**config.mk**
```make
export PLATFORM = sky130hd
export DESIGN_NAME = dla_layer_sequencer
export DESIGN_NICKNAME = d
export VERILOG_FILES = /design/src/rtl/dla_seq_pkg.sv /design/src/rtl/dla_desc_fifo.sv /design/src/rtl/dla_layer_sequencer.sv
export SDC_FILE = /design/constraint.sdc
export NUM_CORES = 1
export LEC_CHECK = 0
export CORE_MARGIN = 2
export CORE_UTILIZATION = 40
export CTS_CLUSTER_DIAMETER = 40
export CTS_CLUSTER_SIZE = 12
export DETAILED_ROUTE_END_ITERATION = 12
export SETUP_SLACK_MARGIN = 0.4
export SYNTH_ARGS = -nofsm -noshare
export SYNTH_HDL_FRONTEND = slang
export SYNTH_HIERARCHICAL = 1
export SYNTH_SLANG_ARGS = --single-unit
```
**constraint.sdc**
```tcl
create_clock -name clk -period 7.55 [get_ports clk]
set_clock_uncertainty 0.2 [all_clocks]
set_input_delay 1.51 -clock clk [delete_from_list [all_inputs] [get_ports clk]]
set_output_delay 1.51 -clock clk [all_outputs]
set_load 0.05 [all_outputs]
```
**src/rtl/dla_seq_pkg.sv**
```systemverilog
// Shared types for the DLA layer sequencer: the packed layer descriptor and
// the sequencer state encoding.
package dla_seq_pkg;

  localparam int DESC_W = 36;

  typedef struct packed {
    logic [5:0]  layer_id;
    logic [1:0]  layer_type;
    logic [15:0] tile_n;
    logic [7:0]  rows_per_tile;
    logic [3:0]  flags;
  } desc_t;

  typedef enum logic [2:0] {
    S_IDLE  = 3'd0,
    S_LOAD  = 3'd1,
    S_ISSUE = 3'd2,
    S_RUN   = 3'd3,
    S_DONE  = 3'd4
  } seq_state_e;

endpackage

```
**src/rtl/dla_desc_fifo.sv**
```systemverilog
// Show-ahead synchronous FIFO with flush; DEPTH must be a power of two so the
// read/write pointers wrap naturally.
module dla_desc_fifo #(
  parameter int DEPTH = 4,
  parameter int WIDTH = 36
) (
  input  logic                     clk,
  input  logic                     rst_n,
  input  logic                     flush_i,
  input  logic                     push_i,
  input  logic                     pop_i,
  input  logic [WIDTH-1:0]         wdata_i,
  output logic [WIDTH-1:0]         rdata_o,
  output logic                     full_o,
  output logic                     empty_o,
  output logic [$clog2(DEPTH):0]   count_o
);

  localparam int AW = $clog2(DEPTH);
  localparam int CW = AW + 1;

  logic [WIDTH-1:0] mem_q [DEPTH];
  logic [AW-1:0]    wr_ptr_q, wr_ptr_d;
  logic [AW-1:0]    rd_ptr_q, rd_ptr_d;
  logic [CW-1:0]    count_q, count_d;
  logic             do_push, do_pop;

  assign full_o  = (count_q == CW'(DEPTH));
  assign empty_o = (count_q == '0);
  assign count_o = count_q;
  assign rdata_o = mem_q[rd_ptr_q];

  // A push is refused whenever full, even if a pop happens in the same cycle.
  assign do_push = push_i && !full_o;
  assign do_pop  = pop_i && !empty_o;

  always_comb begin
    wr_ptr_d = wr_ptr_q;
    rd_ptr_d = rd_ptr_q;
    count_d  = count_q;
    if (flush_i) begin
      wr_ptr_d = '0;
      rd_ptr_d = '0;
      count_d  = '0;
    end else begin
      if (do_push) wr_ptr_d = wr_ptr_q + AW'(1);
      if (do_pop)  rd_ptr_d = rd_ptr_q + AW'(1);
      if (do_push && !do_pop)      count_d = count_q + CW'(1);
      else if (!do_push && do_pop) count_d = count_q - CW'(1);
    end
  end

  always_ff @(posedge clk or negedge rst_n) begin
    if (!rst_n) begin
      wr_ptr_q <= '0;
      rd_ptr_q <= '0;
      count_q  <= '0;
    end else begin
      wr_ptr_q <= wr_ptr_d;
      rd_ptr_q <= rd_ptr_d;
      count_q  <= count_d;
    end
  end

  always_ff @(posedge clk) begin
    if (do_push && !flush_i) mem_q[wr_ptr_q] <= wdata_i;
  end

endmodule

```
**src/rtl/dla_layer_sequencer.sv**
```systemverilog
// Queues layer descriptors, issues each as a one-cycle uLD load and derives the
// per-tile context (first/last, row offset, bias, PPU) from pass completions.
module dla_layer_sequencer
  import dla_seq_pkg::*;
#(
  parameter int DESC_DEPTH = 4,
  parameter int TILE_W     = 16,
  parameter int ROW_W      = 32
) (
  input  logic              clk,
  input  logic              rst_n,
  input  logic              run_en_i,
  input  logic              abort_i,
  input  logic              desc_valid_i,
  output logic              desc_ready_o,
  input  logic [DESC_W-1:0] desc_i,
  output logic              uld_en_o,
  output logic [5:0]        layer_id_o,
  output logic [1:0]        layer_type_o,
  output logic [3:0]        flags_o,
  input  logic              pass_done_i,
  output logic              n_tile_is_first_o,
  output logic              n_tile_is_last_o,
  output logic [ROW_W-1:0]  already_compute_row_o,
  output logic              is_bias_o,
  output logic              need_ppu_o,
  output logic              layer_done_o,
  output logic              busy_o,
  output logic              err_o
);

  localparam int CNT_W = $clog2(DESC_DEPTH) + 1;

  seq_state_e       state_q, state_d;
  desc_t            head;
  logic             fifo_full, fifo_empty, fifo_pop;
  logic [CNT_W-1:0] fifo_count;
  logic             push_ok, q_avail;

  logic [5:0]        layer_id_q, layer_id_d;
  logic [1:0]        layer_type_q, layer_type_d;
  logic [3:0]        flags_q, flags_d;
  logic [7:0]        rows_q, rows_d;
  logic [TILE_W-1:0] tile_n_q, tile_n_d;
  logic [TILE_W-1:0] tile_idx_q, tile_idx_d;
  logic [TILE_W-1:0] head_tile_n, last_idx;
  logic [ROW_W-1:0]  row_acc_q, row_acc_d;
  logic              err_q, err_d;
  logic              ctx_valid, is_first, is_last;

  // Descriptor handshake: a descriptor is taken on any cycle where
  // desc_valid_i && desc_ready_o; a push while not ready is dropped, not held.
  dla_desc_fifo #(
    .DEPTH (DESC_DEPTH),
    .WIDTH (DESC_W)
  ) u_fifo (
    .clk     (clk),
    .rst_n   (rst_n),
    .flush_i (abort_i),
    .push_i  (desc_valid_i),
    .pop_i   (fifo_pop),
    .wdata_i (desc_i),
    .rdata_o (head),
    .full_o  (fifo_full),
    .empty_o (fifo_empty),
    .count_o (fifo_count)
  );

  // Counting the push in flight lets a descriptor pushed into an idle,
  // empty queue reach LOAD on the very next cycle.
  assign push_ok     = desc_valid_i && !fifo_full;
  assign q_avail     = (fifo_count != '0) || push_ok;
  assign head_tile_n = TILE_W'(head.tile_n);
  assign last_idx    = tile_n_q - TILE_W'(1);

  always_comb begin
    state_d      = state_q;
    layer_id_d   = layer_id_q;
    layer_type_d = layer_type_q;
    flags_d      = flags_q;
    rows_d       = rows_q;
    tile_n_d     = tile_n_q;
    tile_idx_d   = tile_idx_q;
    row_acc_d    = row_acc_q;
    err_d        = err_q;
    fifo_pop     = 1'b0;
    uld_en_o     = 1'b0;
    layer_done_o = 1'b0;

    if (abort_i) begin
      state_d      = S_IDLE;
      layer_id_d   = '0;
      layer_type_d = '0;
      flags_d      = '0;
      rows_d       = '0;
      tile_n_d     = '0;
      tile_idx_d   = '0;
      row_acc_d    = '0;
    end else begin
      case (state_q)
        S_IDLE: begin
          if (run_en_i && q_avail) state_d = S_LOAD;
        end
        S_LOAD: begin
          fifo_pop = !fifo_empty;
          if (head_tile_n == '0) begin
            err_d   = 1'b1;
            state_d = S_IDLE;
          end else begin
            layer_id_d   = head.layer_id;
            layer_type_d = head.layer_type;
            flags_d      = head.flags;
            rows_d       = head.rows_per_tile;
            tile_n_d     = head_tile_n;
            tile_idx_d   = '0;
            row_acc_d    = '0;
            state_d      = S_ISSUE;
          end
        end
        S_ISSUE: begin
          uld_en_o = 1'b1;
          state_d  = S_RUN;
        end
        S_RUN: begin
          if (pass_done_i) begin
            if (tile_idx_q == last_idx) begin
              state_d = S_DONE;
            end else begin
              tile_idx_d = tile_idx_q + TILE_W'(1);
              row_acc_d  = row_acc_q + ROW_W'(rows_q);
            end
          end
        end
        S_DONE: begin
          layer_done_o = 1'b1;
          state_d      = (run_en_i && q_avail) ? S_LOAD : S_IDLE;
        end
        default: state_d = S_IDLE;
      endcase
    end
  end

  always_ff @(posedge clk or negedge rst_n) begin
    if (!rst_n) begin
      state_q      <= S_IDLE;
      layer_id_q   <= '0;
      layer_type_q <= '0;
      flags_q      <= '0;
      rows_q       <= '0;
      tile_n_q     <= '0;
      tile_idx_q   <= '0;
      row_acc_q    <= '0;
      err_q        <= 1'b0;
    end else begin
      state_q      <= state_d;
      layer_id_q   <= layer_id_d;
      layer_type_q <= layer_type_d;
      flags_q      <= flags_d;
      rows_q       <= rows_d;
      tile_n_q     <= tile_n_d;
      tile_idx_q   <= tile_idx_d;
      row_acc_q    <= row_acc_d;
      err_q        <= err_d;
    end
  end

  // Tile context is only meaningful while a layer is issued or running.
  assign ctx_valid = (state_q == S_ISSUE) || (state_q == S_RUN);
  assign is_first  = ctx_valid && (tile_idx_q == '0);
  assign is_last   = ctx_valid && (tile_idx_q == last_idx);

  assign n_tile_is_first_o     = is_first;
  assign n_tile_is_last_o      = is_last;
  assign is_bias_o             = flags_q[3] && is_first;
  assign need_ppu_o            = is_last && (flags_q[0] || flags_q[2]);
  assign already_compute_row_o = row_acc_q;
  assign layer_id_o            = layer_id_q;
  assign layer_type_o          = layer_type_q;
  assign flags_o               = flags_q;
  assign desc_ready_o          = !fifo_full;
  assign busy_o                = (state_q != S_IDLE);
  assign err_o                 = err_q;

endmodule

```
==> results of run 1 <==
==> cell usage in the layout, fill, tap and decap left out, drive strengths merged, types with 7 or more instances in the layout <==
cell type	Yosys	routed
clkinv	1	15
o21ai	23	23
xor2	7	7
clkbuf	27	52
nand3	26	26
buf	20	12
ha	15	15
or4	21	21
clkdlybuf4s50	0	93
edfxtp	144	144
o311ai	9	9
and2	8	8
a22o	31	31
a21oi	17	17
nor4	13	13
nor2	29	29
nor3	10	10
nand2	59	59
o41ai	11	11
and3	8	8
nand4	14	14
xnor2	12	12
or3	8	8
o31ai	14	14
o211ai	21	21
inv	28	29
dfrtp	95	95
mux4	36	36
nand2b	14	14
==> final cells by class <==
class | count | area, um2
fill | 2277 | 13500
sequential | 239 | 6700
multi-input combinational | 488 | 3980
clock buffer | 52 | 1060
timing repair buffer | 105 | 1020
tap | 341 | 427
clock inverter | 18 | 184
inverter | 29 | 110
==> registers in the layout, summed over array words and instances (netlist names) <==
signal	flops
already_compute_row_o	32
err_o	1
flags_o	4
layer_id_o	6
layer_type_o	2
rows_q	8
state_q	3
tile_idx_q	16
tile_n_q	16
u_fifo/count_o	3
u_fifo/mem_q	144
u_fifo/rd_ptr_q	2
u_fifo/wr_ptr_q	2
==> routing by layer <==
layer | vias up | part of all wire, % | track usage (%)
li1 | 3384 | - | -
met1 | 3563 | 45 | 23.4
met2 | 183 | 48 | 27.8
met3 | 35 | 4.8 | 3.08
met4 | 0 | 2.0 | 5.65
met5 | - | 0 | 0
==> metrics by stage <==
step                area [um2]  hold WS, ns
floorplan                11000        0.277
global placement         12200        0.288
detailed placement       12200        0.289
CTS                      13500        0.302
global route             13500        0.315
finish                   13500        0.301
==> power by group <==
part | total, mW | switching, mW | internal (mW)
Sequential | 1.56 | 0.0840 | 1.48
Clock | 1.65 | 0.614 | 1.03
Combinational | 0.785 | 0.477 | 0.308
==> worst min path at each step <==
stage / start / endpoint / depth (start not counted)
after floorplan: rows_q[0] / rows_q[0] / 1
after global placement: err_o / err_o / 1
after detailed placement: err_o / err_o / 1
after CTS: err_o / err_o / 1
after global routing: rows_q[5] / rows_q[5] / 1
final: err_o / err_o / 1
==> logic make-up after synthesis <==
logic type | Yosys count | synth area share (%)
compound gates | 168 | 11.7
xor+xnor | 19 | 1.51
fa+ha+maj | 18 | 2.16
buf+inv | 76 | 3.17
flops | 239 | 60.9
mux | 43 | 8.05
simple gates | 240 | 12.4
==> metrics.md, run 1 <==
| Metric | Value |
|---|---|
| First-pass GRT wire length | ~39 mm |
| Slowest CP cell | clkdlybuf4s50_1 |
| Core region area | 27000 um2 |
| Post-Route Utilization | 50.0% |
| Dpl cells | 1202 |
| Critical Path Max Stage Delay | 0.79 ns |
| Max Cap Viol | 0 |
| Final WS setup | 1.78 ns |
| Synth top area share | 39.3% |
| Max Slew Vio Count | 0 |
| Nets@finish | 960 |
| Via/cell ratio | between 5 and 6 |
| Minimum clock period | around 5.8 ns |
| WP buf/inv | 2 |
| CTS Root Buffer Type | clkbuf_16 |
| Synth Net Count | 862 |
| Placer Congestion | 0.822 |
| Pwr dens | 296 nW/um2 |
| Dpl ws | approximately 2.3 ns |
| Cells after synthesis | 803 |
| Reg2reg start | u_fifo/rd_ptr_q[0] |
| Post-CTS Setup Bufs | 0 |
| N_diodes | 0 |
| R2r setup slk | 2.79 ns |
| Worst-Skew Late Latency | 0.53 ns |
| CP arrival | 4.06 ns |
| WL final | 23.7 mm |
| Most instantiated library cell after synthesis | edfxtp_1 |
| Stages on worst setup path | 10 |
| Pin count of the biggest net entering global routing | 64 |
| RR Endpoint | already_compute_row_o[13] |
| GR Overflow Total | 0 |
| Clock Pin Slew Worst Setup and Hold Paths | 0.05 ns |
| Post-synth top area cell | edfxtp_1 |
| Fmax | approximately 0.17 GHz |
| Final hold vios | 0 |
| Type of origin of the critical path | flip-flop |
| Number of global-route vias before repair | a little over 7000 |
| Crit path required time | between 5 and 6 ns |
| Top_reg_cell synth | edfxtp_1 |
| Worst-case clock buffer depth | 3 |
| 1st-iter DRT viols | between 500 and 600 |
| Die width | around 170 um |
| Worst-margin pin slew | 1.07 ns |
| Row count | 60 |
| DRC violations left | 0 |
| CTS H-tree lvls | 2 |
| Post-CTS sizing | 0 |
| Static Leakage | just under 5 nW |
| Vias | 7165 |
| Crit path cell chain | inv_1, ha_1, nor3b_2, nand2_1, or4b_2, nand2_1, nor3b_1, and2_1, o21a_1, clkdlybuf4s50_1 |
| Run status | finished clean |
| Initial core utilization | between 40 and 50% |
| Avg Inst Size Synth | 13.7 um2 |
| YS warnings | 6 |
| Die height | 170 um |
| Post-synthesis cell type count | 81 |
| Post-Syn Area | roughly 11000 um2 |
| Post-Route Setup TNS | 0 ns |
| Ys async rst share | approximately 40% |
| PortBufs | between 90 and 100 |
| Crit-path most repeated cell | nand2_1 |
| Layout area overhead | 22.6% |
| Clock sinks | 239 |
| Nature of the critical path endpoint | output pin |
| Synth cell count leaders | edfxtp_1, dfrtp_1, nand2_1 |
| CP Launch Point | tile_n_q[0] |
| FF-to-FF path depth | 8 |
| VDD IR max | 211 uV |
| Post-Layout Cell Count | 1272 |
| Final ANT Viol Nets | 0 |
| Worst min-delay path class | reg2reg |
| TritonCTS clock tree | done |
| Worst Setup EP | need_ppu_o |
| Initial antenna violation count | 0 |
| Num CTS Buffers | 38 |
| Setup Viol. Count Final | 0 |
| TritonRoute pass-1 iters | 5 |
| Share of cells above drive strength 1 | 14.9% |
| DP HPWL | 14.8 mm |
| Unrepaired setup endpoints after global routing | no |
| Final period util | ~76% |
| Wire length per cell | 18.7 um |
| Hold_buf cts | 0 |
| Synth Register Bits | around 240 |
| CP delay by family, top | simple AND/OR/NAND/NOR gates |
| Critical setup path kind | reg2out |
| Slew HR | 28.8% |
| Post-layout power | roughly 4 mW |
| # IOs | 95 |
| Crit-path max FO | 6 |
| Die area | 28800 um2 |
| Post-synth EDFFs | 144 |
| Sequential cell area fraction in the yosys report | 60.9% |
| Largest cells by area after synthesis | edfxtp_1, dfrtp_1, mux4_2, a22o_1, nand2_1 |
| GRT Total Usage | 17.1% |
Note: power is estimated with default switching activity, not from simulation.
==> inputs of run 2 (changes only) <==
Clock period 7.55 ns to 4.75 ns, I/O delays scaled along.
==> metrics.md, run 2 (synthesis results as in run 1) <==
| Metric | Value |
|---|---|
| Worst-margin pin slew | 0.760 ns (-0.307 ns) |
| Post-layout power | 6.71 mW (+68%) |
| Min-delay src | flags_o[1] |
| WL final | 24.4 mm (+2.6%) |
| DP HPWL | 15.9 mm (+7.3%) |
| Commonest non-fill, non-tap cell in the layout | edfxtp_1 |
| PortBufs | 94 (unchanged) |
| Core region area | 27000 um2 (unchanged) |
| Unrepaired setup endpoints after global routing | no |
| Crit-path max FO | 11 (+5) |
| Top Layer Used | met4 |
| Nature of the critical path endpoint | output pin |
| Run status | finished clean |
| Die width | 170 um (unchanged) |
| Die area | 28800 um2 (unchanged) |
| FF-to-FF path depth | 8 (unchanged) |
| 1st-iter DRT viols | 599 (+5.8%) |
| TritonCTS clock tree | done |
| Final period util | 88.9% |
| Layout area overhead | 26.1% |
| Clock sinks | 239 (unchanged) |
| Row count | 60 (unchanged) |
| Commonest cells after routing, fill and taps aside | edfxtp_1, clkdlybuf4s50_1, dfrtp_1, nand2_1, clkbuf_16 |
| GRT Total Usage | 17.0% (-0.089 points) |
| CP Launch Point | tile_n_q[6] |
| Worst-Skew Late Latency | 0.53 ns (about the same) |
| CP arrival | 3.07 ns (-0.99 ns) |
| Final hold vios | 0 (unchanged) |
| DRC violations left | 0 (unchanged) |
| Clock Pin Slew Worst Setup and Hold Paths | 0.05 ns (about the same) |
| Pin count of the biggest net entering global routing | 59 (-7.8%) |
| R2r setup slk | 0.92 ns (-1.87 ns) |
| N_diodes | 0 (unchanged) |
| Setup Viol. Count Final | 0 (unchanged) |
| Vias | 7284 (+1.7%) |
| Wire length per cell | 18.8 um (+0.72%) |
| GR Overflow Total | 0 (unchanged) |
| Critical setup path kind | reg2out |
| VDD IR max | 346 uV (+64%) |
| Fmax | about 0.24 GHz |
| Placer Congestion | 0.827 (+0.62%) |
| Biggest register | u_fifo/mem_q |
| Share of cells above drive strength 1 | 18.8% (+3.9 points) |
| Final ANT Viol Nets | 0 (unchanged) |
| Slew HR | 49.3% (+20 points) |
| Max reg flops | 144 (unchanged) |
| Initial core utilization | 40.8% (unchanged) |
| Metal-1 WL | 11.1 mm (+3.4%) |
| Reg2reg start | u_fifo/rd_ptr_q[0] |
| Number of global-route vias before repair | 7297 (+1.6%) |
| Minimum clock period | roughly 4.2 ns |
| Routed wl met3 | 1.14 mm (-0.52%) |
| DR WL met2 | 11.5 mm (+1.2%) |
| Nets@finish | 985 (+2.6%) |
| Initial antenna violation count | 0 (unchanged) |
| Pwr dens | 484 nW/um2 (+64%) |
| TritonRoute pass-1 iters | 5 (unchanged) |
| Crit path required time | 3.60 ns (-2.24 ns) |
| Hold WS | 0.307 ns (+0.00603 ns) |
| Num CTS Buffers | 41 (+7.9%) |
| Dpl cells | 1220 (+1.5%) |
| # IOs | 95 (unchanged) |
| Die height | 170 um (unchanged) |
| Post-Layout Cell Count | 1296 (+1.9%) |
| Hold Path Stages | 1 (unchanged) |
| Type of origin of the critical path | flip-flop |
| Post-Route Setup TNS | 0 ns (unchanged) |
| CTS Root Buffer Type | clkbuf_16 |
| First-pass GRT wire length | 38.9 mm (+0.11%) |
| Worst min-delay path class | reg2reg |
| Max Slew Vio Count | 0 (unchanged) |
| CTS H-tree lvls | 2 (unchanged) |
| Worst-case clock buffer depth | 3 (unchanged) |
| Via/cell ratio | 5.62 (-0.22%) |
| Max Cap Viol | 0 (unchanged) |
| Static Leakage | 5.11 nW (+4.1%) |
[run 2: cell types whose count changed in the layout (fill, tap and decap cells not counted), moves of 3 or more]
| cell | before | now |
|---|---|---|
| buf_4 | 12 | 33 |
| clkinv_2 | 8 | 4 |
| dfrtp_1 | 94 | 90 |
| dfrtp_2 | 1 | 5 |
| clkbuf_1 | 8 | 5 |
| clkbuf_16 | 38 | 41 |
[run 2: what timing repair did]
action,4_1_cts,5_1_grt
gates resized for setup,4,16
hold endpoints to repair,0,0
hold buffers,0,0
buffers inserted,0,4
endpoints found under the setup margin,3,2
pin swaps,0,5
[run 2: metrics by stage]
| stage | utilization, % | instance area, um2 | setup WS [ns] |
|---|---|---|---|
| floorplan | - | 11000 | 0.570 |
| global placement | 46.0 | 12400 | 0.745 |
| detailed placement | 46.0 | 12400 | 0.668 |
| CTS | 51.1 | 13800 | 0.360 |
| global route | 51.4 | 13900 | 0.388 |
| finish | 51.4 | 13900 | 0.529 |
[run 2: final timing paths]
check / end
max in group asynchronous: tile_n_q[7]
min in group asynchronous: already_compute_row_o[15]
max reg2reg: tile_idx_q[7]
min reg2reg: flags_o[1]
max: need_ppu_o
min: flags_o[1]
[run 2: routing by layer]
metal	global-route usage [%]	vias up
met1	23.6	3610
met5	0	-
li1	-	3429
met2	27.2	199
met4	6.02	0
met3	2.87	46
[run 2: where the power goes]
| group | total (mW) | internal, mW | switching [mW] |
|---|---|---|---|
| combinational | 1.37 | 0.558 | 0.813 |
| clock | 2.86 | 1.87 | 0.984 |
| sequential | 2.49 | 2.35 | 0.136 |
[run 2: final cells by class]
class | instances | area [um2]
Clock buffer | 54 | 1150
Tap cell | 341 | 427
Multi-Input combinational cell | 488 | 4040
Sequential cell | 239 | 6710
Timing Repair Buffer | 127 | 1210
Fill cell | 2259 | 13100
Inverter | 29 | 110
Clock inverter | 18 | 213
[run 2: worst max-delay path: stages, from the launching register on]
cell and delay, ns:
dfrtp_1 0.51, or4_4 0.56, nor4_1 0.30, o211a_1 0.20, or3_4 0.13, nand3_1 0.10, nor3b_4 0.27, and2_4 0.19
o21a_1 0.13, buf_6 0.15
==> variant: new RTL, config.mk and constraints of run 1 <==
Change the parameter `ROW_W` from 32 to 64.
--- a/src/rtl/dla_layer_sequencer.sv
+++ b/src/rtl/dla_layer_sequencer.sv
@@ -6,5 +6,5 @@
   parameter int DESC_DEPTH = 4,
   parameter int TILE_W     = 16,
-  parameter int ROW_W      = 32
+  parameter int ROW_W      = 64
 ) (
   input  logic              clk,
Interface: changed (resized already_compute_row_o); port bits go from 95 to 127. The function was not compared with the original's and may differ.
==> variant against run 1 <==
  * Routed wire length up 28%
  * Worst setup slack got worse by 0.73 ns
  * Combinational power decreased by 43%
  * Fmax is 11% lower
  * Cell area grew 17%
  * Sequential cell count increased by 32
  * Power fell by 0.44%
  * Area after synthesis rose by 16%
  * Via count grew 27%
  * Critical path type unchanged
  * Largest cell class unchanged
  * Largest power group unchanged
==> variant: results (changes against run 1) <==
Outcome
Result of the run: complete, no violations (unchanged).

Detailed routing
The total length of routed met3 wires is 1.67 mm (was 1.14 mm). The initial detailed-routing violation count is 767 (was 566). The overall routed net length is 30.4 mm (was 23.7 mm).

GRT
The pin count of the biggest net entering global routing is 71 (was 64). The global-route wire length before repair came to 49.3 mm (was 38.9 mm). The via count of the first global-routing pass is 9065 (was 7180).

Setup path
The worst-case register-to-register setup slack is 2.36 ns (was 2.79 ns).

Placement
The placement-stage cell area was 14400 um2 (was 12200 um2). The post-placement worst setup slack is 1.66 ns (was 2.30 ns). The cell count after placement is 1540 (was 1202). The count of port buffers added during placement is 126 (was 94).

Logic synthesis
The synthesized-area fraction occupied by ao, oa, aoi and oai cells came to 10.6% (was 11.7%). The total nets after synthesis was 1113 (was 862). Synth top cells by count: edfxtp_1, dfrtp_1, nand2_1 (unchanged). The multiplexer share of the synthesized area is 6.76% (was 8.05%). The xor/xnor cell area share of the yosys netlist was 2.54% (was 1.51%). Dominant cells by area after synthesis: edfxtp_1, dfrtp_1, mux4_2 (unchanged).

STA
The worst relative slew slack is 25.8% (was 28.8%). The upper clock frequency limit is 154 MHz (was 173 MHz). The tightest hold margin was 0.316 ns (was 0.301 ns).

Finish
The net count reported at finish came to 1240 (was 960). The total of fill cells in the finished design is 2772 (was 2277). The non-filler instance count after layout is 1615 (was 1272). The share of final-layout standard cells stronger than drive strength 1 is 11.8% (was 14.9%).

Pwr
The worst vdd rail ir drop is 0.000189 V (was 0.000211 V).

Clock tree
The total clock buffers created by CTS is 41 (was 38).
## variant: worst paths after layout
check,endpoint,from
min,already_compute_row_o[2],already_compute_row_o[2]
min in group asynchronous,already_compute_row_o[36],rst_n
max in group asynchronous,u_fifo/rd_ptr_q[0],rst_n
max reg2reg,already_compute_row_o[50],u_fifo/rd_ptr_q[0]
min reg2reg,already_compute_row_o[2],already_compute_row_o[2]
max,need_ppu_o,tile_n_q[8]
## variant: power breakdown
part | leakage, nW | switching [mW] | total (mW) | internal [mW]
clock network | 0.657 | 0.679 | 1.86 | 1.18
logic | 1.92 | 0.278 | 0.448 | 0.170
registers | 3.07 | 0.0467 | 1.66 | 1.62
total | 5.64 | 1.00 | 3.98 | 2.97
## variant: final cells by class
cell class	count	area [um2]	area share [%]
Tap cell	402	503	3.20
Multi-Input combinational cell	694	4870	30.9
Inverter	31	118	0.747
Timing Repair Buffer	142	1380	8.75
Sequential cell	271	7500	47.7
Clock buffer	60	1170	7.43
Clock inverter	15	199	1.26
